<file path="src/rtl/sfx_arbiter.sv">
// sfx_arbiter: fixed-priority sound-effect arbiter sitting between the BGM
// sequencer and the speaker driver. Four SFX ids (0 coin, 1 jump, 2 hit,
// 3 fail) each play a short note list from a built-in table, then a short
// silent gap, before the channel returns to background music.
//
// Build option: define SFX_STEREO_EN to route SFX notes and gap silence to
// freqL only, leaving freqR on bgm_r. Undefined, both channels carry the SFX.
//
// Output value 1 means silence to the speaker driver.

module sfx_arbiter #(
  parameter int TICK_DIV   = 1000000,
  parameter int NOTE_TICKS = 8,
  parameter int GAP_TICKS  = 1
) (
  input  logic        clk,
  input  logic        rst,
  input  logic        mute,
  input  logic [31:0] bgm_l,
  input  logic [31:0] bgm_r,
  input  logic [3:0]  req,
  output logic [3:0]  ack,
  output logic [31:0] freqL,
  output logic [31:0] freqR,
  output logic        busy,
  output logic [1:0]  active_id
);

  typedef enum logic [1:0] {
    ST_IDLE = 2'd0,
    ST_PLAY = 2'd1,
    ST_GAP  = 2'd2
  } state_t;

  // One tick counter is shared by notes and the gap, so size it for the larger.
  localparam int CNT_MAX = (NOTE_TICKS > GAP_TICKS) ? NOTE_TICKS : GAP_TICKS;
  localparam int DW      = $clog2(TICK_DIV);
  localparam int CW      = (CNT_MAX > 1) ? $clog2(CNT_MAX) : 1;

  localparam logic [DW-1:0] DIV_LAST  = DW'(TICK_DIV - 1);
  localparam logic [CW-1:0] NOTE_LAST = CW'(NOTE_TICKS - 1);
  localparam logic [CW-1:0] GAP_LAST  = CW'(GAP_TICKS - 1);

  // Note table lookup; a zero entry terminates the effect.
  function automatic logic [31:0] sfx_note(input logic [1:0] id, input logic [1:0] note);
    logic [31:0] f;
    case ({id, note})
      4'b00_00: f = 32'd988;
      4'b00_01: f = 32'd1319;
      4'b01_00: f = 32'd523;
      4'b01_01: f = 32'd659;
      4'b01_10: f = 32'd784;
      4'b01_11: f = 32'd1047;
      4'b10_00: f = 32'd196;
      4'b10_01: f = 32'd165;
      4'b10_10: f = 32'd131;
      4'b11_00: f = 32'd392;
      4'b11_01: f = 32'd370;
      4'b11_10: f = 32'd349;
      4'b11_11: f = 32'd330;
      default:  f = 32'd0;
    endcase
    return f;
  endfunction

  // Lowest set request bit wins; caller guarantees r is non-zero.
  function automatic logic [1:0] lowest_id(input logic [3:0] r);
    logic [1:0] w;
    if (r[0]) begin
      w = 2'd0;
    end else if (r[1]) begin
      w = 2'd1;
    end else if (r[2]) begin
      w = 2'd2;
    end else begin
      w = 2'd3;
    end
    return w;
  endfunction

  // Requests that are allowed to preempt the given owner (strictly lower ids).
  function automatic logic [3:0] below_mask(input logic [1:0] id);
    logic [3:0] m;
    case (id)
      2'd0:    m = 4'b0000;
      2'd1:    m = 4'b0001;
      2'd2:    m = 4'b0011;
      2'd3:    m = 4'b0111;
      default: m = 4'b0000;
    endcase
    return m;
  endfunction

  function automatic logic [3:0] onehot(input logic [1:0] id);
    return 4'b0001 << id;
  endfunction

  state_t        state_q, state_d;
  logic [1:0]    note_q, note_d;
  logic [1:0]    id_q, id_d;
  logic [DW-1:0] div_q, div_d;
  logic [CW-1:0] cnt_q, cnt_d;
  logic [3:0]    ack_q, ack_d;
  logic          busy_q, busy_d;

  logic          tick_s;
  logic          last_note_s;
  logic [1:0]    win_s;
  logic [31:0]   sfx_s;

  assign tick_s      = (div_q == DIV_LAST);
  assign last_note_s = (note_q == 2'd3) || (sfx_note(id_q, note_q + 2'd1) == 32'd0);
  assign win_s       = lowest_id(req);
  assign sfx_s       = sfx_note(id_q, note_q);

  // Next-state logic: grant, note sequencing, preemption and gap timing.
  always_comb begin
    state_d = state_q;
    note_d  = note_q;
    id_d    = id_q;
    div_d   = div_q;
    cnt_d   = cnt_q;
    ack_d   = 4'b0000;
    case (state_q)
      ST_IDLE: begin
        div_d = '0;
        cnt_d = '0;
        if (req != 4'b0000) begin
          state_d = ST_PLAY;
          note_d  = 2'd0;
          id_d    = win_s;
          ack_d   = onehot(win_s);
        end else begin
          state_d = ST_IDLE;
        end
      end
      ST_PLAY: begin
        if (tick_s) begin
          div_d = '0;
          cnt_d = cnt_q + CW'(1);
        end else begin
          div_d = div_q + DW'(1);
        end
        // A note boundary wins over a same-edge preemption request.
        if (tick_s && (cnt_q == NOTE_LAST)) begin
          div_d = '0;
          cnt_d = '0;
          if (last_note_s) begin
            state_d = ST_GAP;
          end else begin
            note_d = note_q + 2'd1;
          end
        end else if ((req & below_mask(id_q)) != 4'b0000) begin
          state_d = ST_PLAY;
          note_d  = 2'd0;
          id_d    = win_s;
          div_d   = '0;
          cnt_d   = '0;
          ack_d   = onehot(win_s);
        end else begin
          state_d = ST_PLAY;
        end
      end
      ST_GAP: begin
        if (tick_s) begin
          div_d = '0;
          cnt_d = cnt_q + CW'(1);
        end else begin
          div_d = div_q + DW'(1);
        end
        if (tick_s && (cnt_q == GAP_LAST)) begin
          state_d = ST_IDLE;
          note_d  = 2'd0;
          id_d    = 2'd0;
          div_d   = '0;
          cnt_d   = '0;
        end else begin
          state_d = ST_GAP;
        end
      end
      default: begin
        state_d = ST_IDLE;
        note_d  = 2'd0;
        id_d    = 2'd0;
        div_d   = '0;
        cnt_d   = '0;
      end
    endcase
    busy_d = (state_d != ST_IDLE);
  end

  // State and counter registers; reset drops any effect in progress.
  always_ff @(posedge clk or negedge rst) begin
    if (!rst) begin
      state_q <= ST_IDLE;
      note_q  <= 2'd0;
      id_q    <= 2'd0;
      div_q   <= '0;
      cnt_q   <= '0;
      ack_q   <= 4'b0000;
      busy_q  <= 1'b0;
    end else begin
      state_q <= state_d;
      note_q  <= note_d;
      id_q    <= id_d;
      div_q   <= div_d;
      cnt_q   <= cnt_d;
      ack_q   <= ack_d;
      busy_q  <= busy_d;
    end
  end

  assign ack       = ack_q;
  assign busy      = busy_q;
  assign active_id = id_q;

  // Tone selection: mute beats everything, then SFX/gap, otherwise BGM.
  always_comb begin
    freqL = bgm_l;
    freqR = bgm_r;
    if (mute) begin
      freqL = 32'd1;
      freqR = 32'd1;
    end else if (state_q == ST_PLAY) begin
      freqL = sfx_s;
`ifdef SFX_STEREO_EN
      freqR = bgm_r;
`else
      freqR = sfx_s;
`endif
    end else if (state_q == ST_GAP) begin
      freqL = 32'd1;
`ifdef SFX_STEREO_EN
      freqR = bgm_r;
`else
      freqR = 32'd1;
`endif
    end else begin
      freqL = bgm_l;
      freqR = bgm_r;
    end
  end

endmodule

</file>
<file path="config.mk">
export PLATFORM = sky130hd
export DESIGN_NAME = sfx_arbiter
export DESIGN_NICKNAME = d
export VERILOG_FILES = /design/src/rtl/sfx_arbiter.sv
export SDC_FILE = /design/constraint.sdc
export NUM_CORES = 1
export LEC_CHECK = 0
export ABC_AREA = 1
export ABC_CLOCK_PERIOD_IN_PS = 1600
export BUFFER_PORTS_ARGS = -buffer_cell sky130_fd_sc_hd__buf_2
export CORE_MARGIN = 3
export CORE_UTILIZATION = 43
export DETAILED_ROUTE_END_ITERATION = 12
export GPL_TIMING_DRIVEN = 0
export PLACE_DENSITY = 0.78
export SYNTH_ARGS = -nofsm -noshare
export SYNTH_HDL_FRONTEND = slang
export SYNTH_SLANG_ARGS = --single-unit
</file>
<file path="constraint.sdc">
create_clock -name clk -period 1.6 [get_ports clk]
set_input_delay 0.24 -clock clk [delete_from_list [all_inputs] [get_ports clk]]
set_output_delay 0.24 -clock clk [all_outputs]
set_load 0.05 [all_outputs]
</file>
==> summary.txt <==
Status
  • Status: complete, but fails checks
  • Failing checks: setup timing

Yosys
  • Leading area contributor after synthesis: dfrtp_1
  • Yosys reg bits: 34
  • Synth area leaders: dfrtp_1 28%, nor2_1 16%, inv_1 11%, nand2_1 9.4%, ha_1 6.2%
  • Synth Flop Type: dfrtp_1
  • Post-Syn Nets: 574
  • Async set or reset register ratio after synthesis: 1.000
  • Post-synth EDFFs: 0
  • Mapped Cells: 488
  • Mean post-synth cell area: 6.218 sq um
  • Netlist cell types: 37
  • Synthesized cell area: 0.003034 sq mm
  • Sequential area share after synthesis: 0.2804
  • Post-synth top area share: 0.2804
  • YS warnings: 0

Min path
  • HP Class: in -> async

Route
  • TritonRoute pass-1 iters: 8
  • WL per Instance: 23.62 microns
  • Post-DR vias/cell: 6.206
  • Final ANT Viol Nets: 0
  • Initial DRC count: 627
  • DRC: 0
  • Routed WL: 18680 microns
  • Via count: 4909

STA
  • Rel. slew slack: 0.4626
  • Hold Slack: 0.01762 ns
  • RSZ-0062 raised after global routing: true
  • Tmin final: 2.290 ns
  • Final setup vio count: 98
  • Final period utilization: 1.431
  • Worst Tran Pin Value: 0.8061 ns
  • Final Hold Fails: 0
  • Worst setup margin: -0.6898 ns
  • Final Slew Violations: 0
  • Clock skew: 0.01308 ns
  • Fmax: 436.7 MHz

Critical path
  • Flop-to-flop setup slack: -0.44 ns
  • Slowest Stage Delay on Critical Path: 0.49 ns
  • CP delay by family, top: flip-flops
  • Worst r2r src: note_q[1]$_DFFE_PN0P_
  • Startpoint Class: flop
  • Worst Path Buf+Inv: 3
  • Worst setup path start: note_q[1]$_DFFE_PN0P_
  • Worst-path cell chain: inv_4 > ha_4 > nor2_1 > inv_1 > a21oi_2 > o21ai_1 > nand2_2 > nor2_4 > buf_8
  • CP required: 1.36 ns
  • Worst-path cell with the longest stage delay: dfrtp_2
  • Setup Crit Path Kind: reg -> out
  • Worst setup EP type: output pin
  • CP max FO: 6
  • Crit path DAT: 2.05 ns

Power
  • Tot Pwr: 5.320 mW
  • Leak Pwr: 3.023 nW
  • Power per standard cell area: 847.8 mW/mm^2
  • VDD IR max: 0.001006 V

Clock tree
  • CTS tree: yes
  • Max clock buf depth: 2
  • Clk root buf: clkbuf_8
  • Clock sink count: 34
  • CTS Hold Bufs: 0
  • CTS H-tree lvls: 2
  • Clk_lat worst skew: 0.31 ns
  • Total CTS buffers: 5
  • Clock slew at the register clock pins of the worst setup and hold paths: 0.08 ns

Placement
  • Placement Setup Slack: -0.3511 ns
  • Post-DP HPWL: 8104 microns
  • Placed instance count: 722
  • GP Congestion: 0.8974
  • Port Buf Inserts: 141
  • Placed Area: 0.004536 sq mm

Global routing
  • Initial antenna violation count: 1
  • Pin count of the biggest net entering global routing: 35
  • First-pass GRT wire length: 21850 microns
  • Remaining Overflow, GRT: 0
  • GRT Util Overall: 0.3292
  • Vias in the first global route: 4129

Finish
  • Post-Layout Cell Count: 791
  • Design Area, Final: 0.006275 sq mm
  • Fin nets: 784
  • Share of layout cells above drive strength 1: 0.6117
  • Layout Area Growth over Synthesis: 106.8%
  • N_diodes: 0

Floorplanning
  • Core Area: 0.006604 sq mm
  • # rows: 29
  • Die height: 90 microns
  • Die area: 0.008100 sq mm
  • Starting density of the core: 0.4595
  • I/O pin total: 142
  • Die width: 90 microns

Run
  • Total of max-cap violations: 0
## cells by family (layout without fill, tap and decap cells)
kind of cell	after synthesis	after routing	synth area share
adders and majority gates	15	15	0.06186
DFF	34	34	0.2804
and+or+nand+nor	255	256	0.3604
xor gates and xnor gates	7	7	0.02021
AOI/OAI and AO/OA	67	67	0.1249
muxes	1	1	0.003299
buffers and inverters	109	318	0.1489
## cell usage in the layout, fill, tap and decap left out, drive strengths merged
master / instances
bufinv: 1
nor3b: 3
nor3: 5
inv: 92
clkinv: 1
o221ai: 1
a22oi: 1
o21ai: 25
clkbuf: 17
dfrtp: 34
nand3b: 1
nand2: 77
a21oi: 34
buf: 207
nor2: 133
o211ai: 2
xor2: 6
nand4: 8
a31oi: 3
mux2i: 1
xnor2: 1
nand3: 28
ha: 15
or2: 1
a21boi: 1
## per-stage QoR
| step | setup TNS [ns] | util |
|---|---|---|
| 2_1_floorplan | -2.524 | - |
| 3_3_place_gp | -14.59 | 0.6868 |
| 3_5_place_dp | -17.79 | 0.6868 |
| 4_1_cts | -25.71 | 0.8778 |
| 5_1_grt | -39.61 | 0.9502 |
| 6_report | -36.06 | 0.9502 |
## cells in the mapped netlist (3+ instances only)
cell type / instances
nor2_1: 128
nor3_1: 3
nand3_1: 25
inv_2: 3
clkbuf_1: 7
xor2_1: 6
inv_1: 88
ha_1: 15
buf_6: 5
nand2_1: 76
dfrtp_1: 34
nand4_1: 8
nor2_2: 4
a21oi_1: 32
o21ai_0: 24
a31oi_1: 3
## report_power, final
part           internal [mW]  switching (mW)
clock network          0.499           0.360
logic                   1.31            2.09
registers              0.945           0.116
## area by class of cell
cell class,instances,area (sq um)
fill,171,329.1
timing repair buffer,205,1839
clock buffer,6,82.58
buffer,13,192.7
sequential,34,863.3
clock inverter,1,30.03
tap,93,116.4
multi-input combinational,346,2769
inverter,93,381.6
## state kept, by name, indices dropped and copies added, names as in the netlist
name and flops:
cnt_q 3, div_q 20, active_id 2, ack 4, note_q 2, state_q 2, busy 1
## per-layer routing
metal | wire length (microns) | global-route usage | share of wire | up-vias
met4 | 1587 | 0.1276 | 0.085 | 2
met5 | 18 | 0 | 0.00096 | -
li1 | - | - | - | 1926
met2 | 9056 | 0.6161 | 0.48 | 503
met3 | 1987 | 0.06594 | 0.11 | 194
met1 | 6033 | 0.3622 | 0.32 | 2284
## path summary, 6_finish.rpt
kind                                       endpoint  cells after the start
min reg2reg                      div_q[0]$_DFF_PN0_                      2
max reg2reg                          busy$_DFF_PN0_                     10
min in group clk                   ack[3]$_DFF_PN0_                      2
max in group asynchronous  active_id[0]$_DFFE_PN0P_                      1
min                                ack[1]$_DFF_PN0_                      1
max                                        freqL[7]                      9
## worst reg2reg max path, cell delays in order, from the launching register on
cell,delay [ns]
dfrtp_2,0.48
inv_4,0.10
ha_4,0.19
inv_1,0.13
nand3b_1,0.16
nor2_2,0.15
nand3_2,0.10
nand2_2,0.12
o21ai_1,0.10
nor2_1,0.27
o21ai_1,0.12
## timing repair
item	in CTS	in global routing
setup endpoints to repair	97	98
pin swaps	47	35
setup buffers	44	15
cloned	5	1
resized for setup	214	99
(Power assumes the default switching activity.)
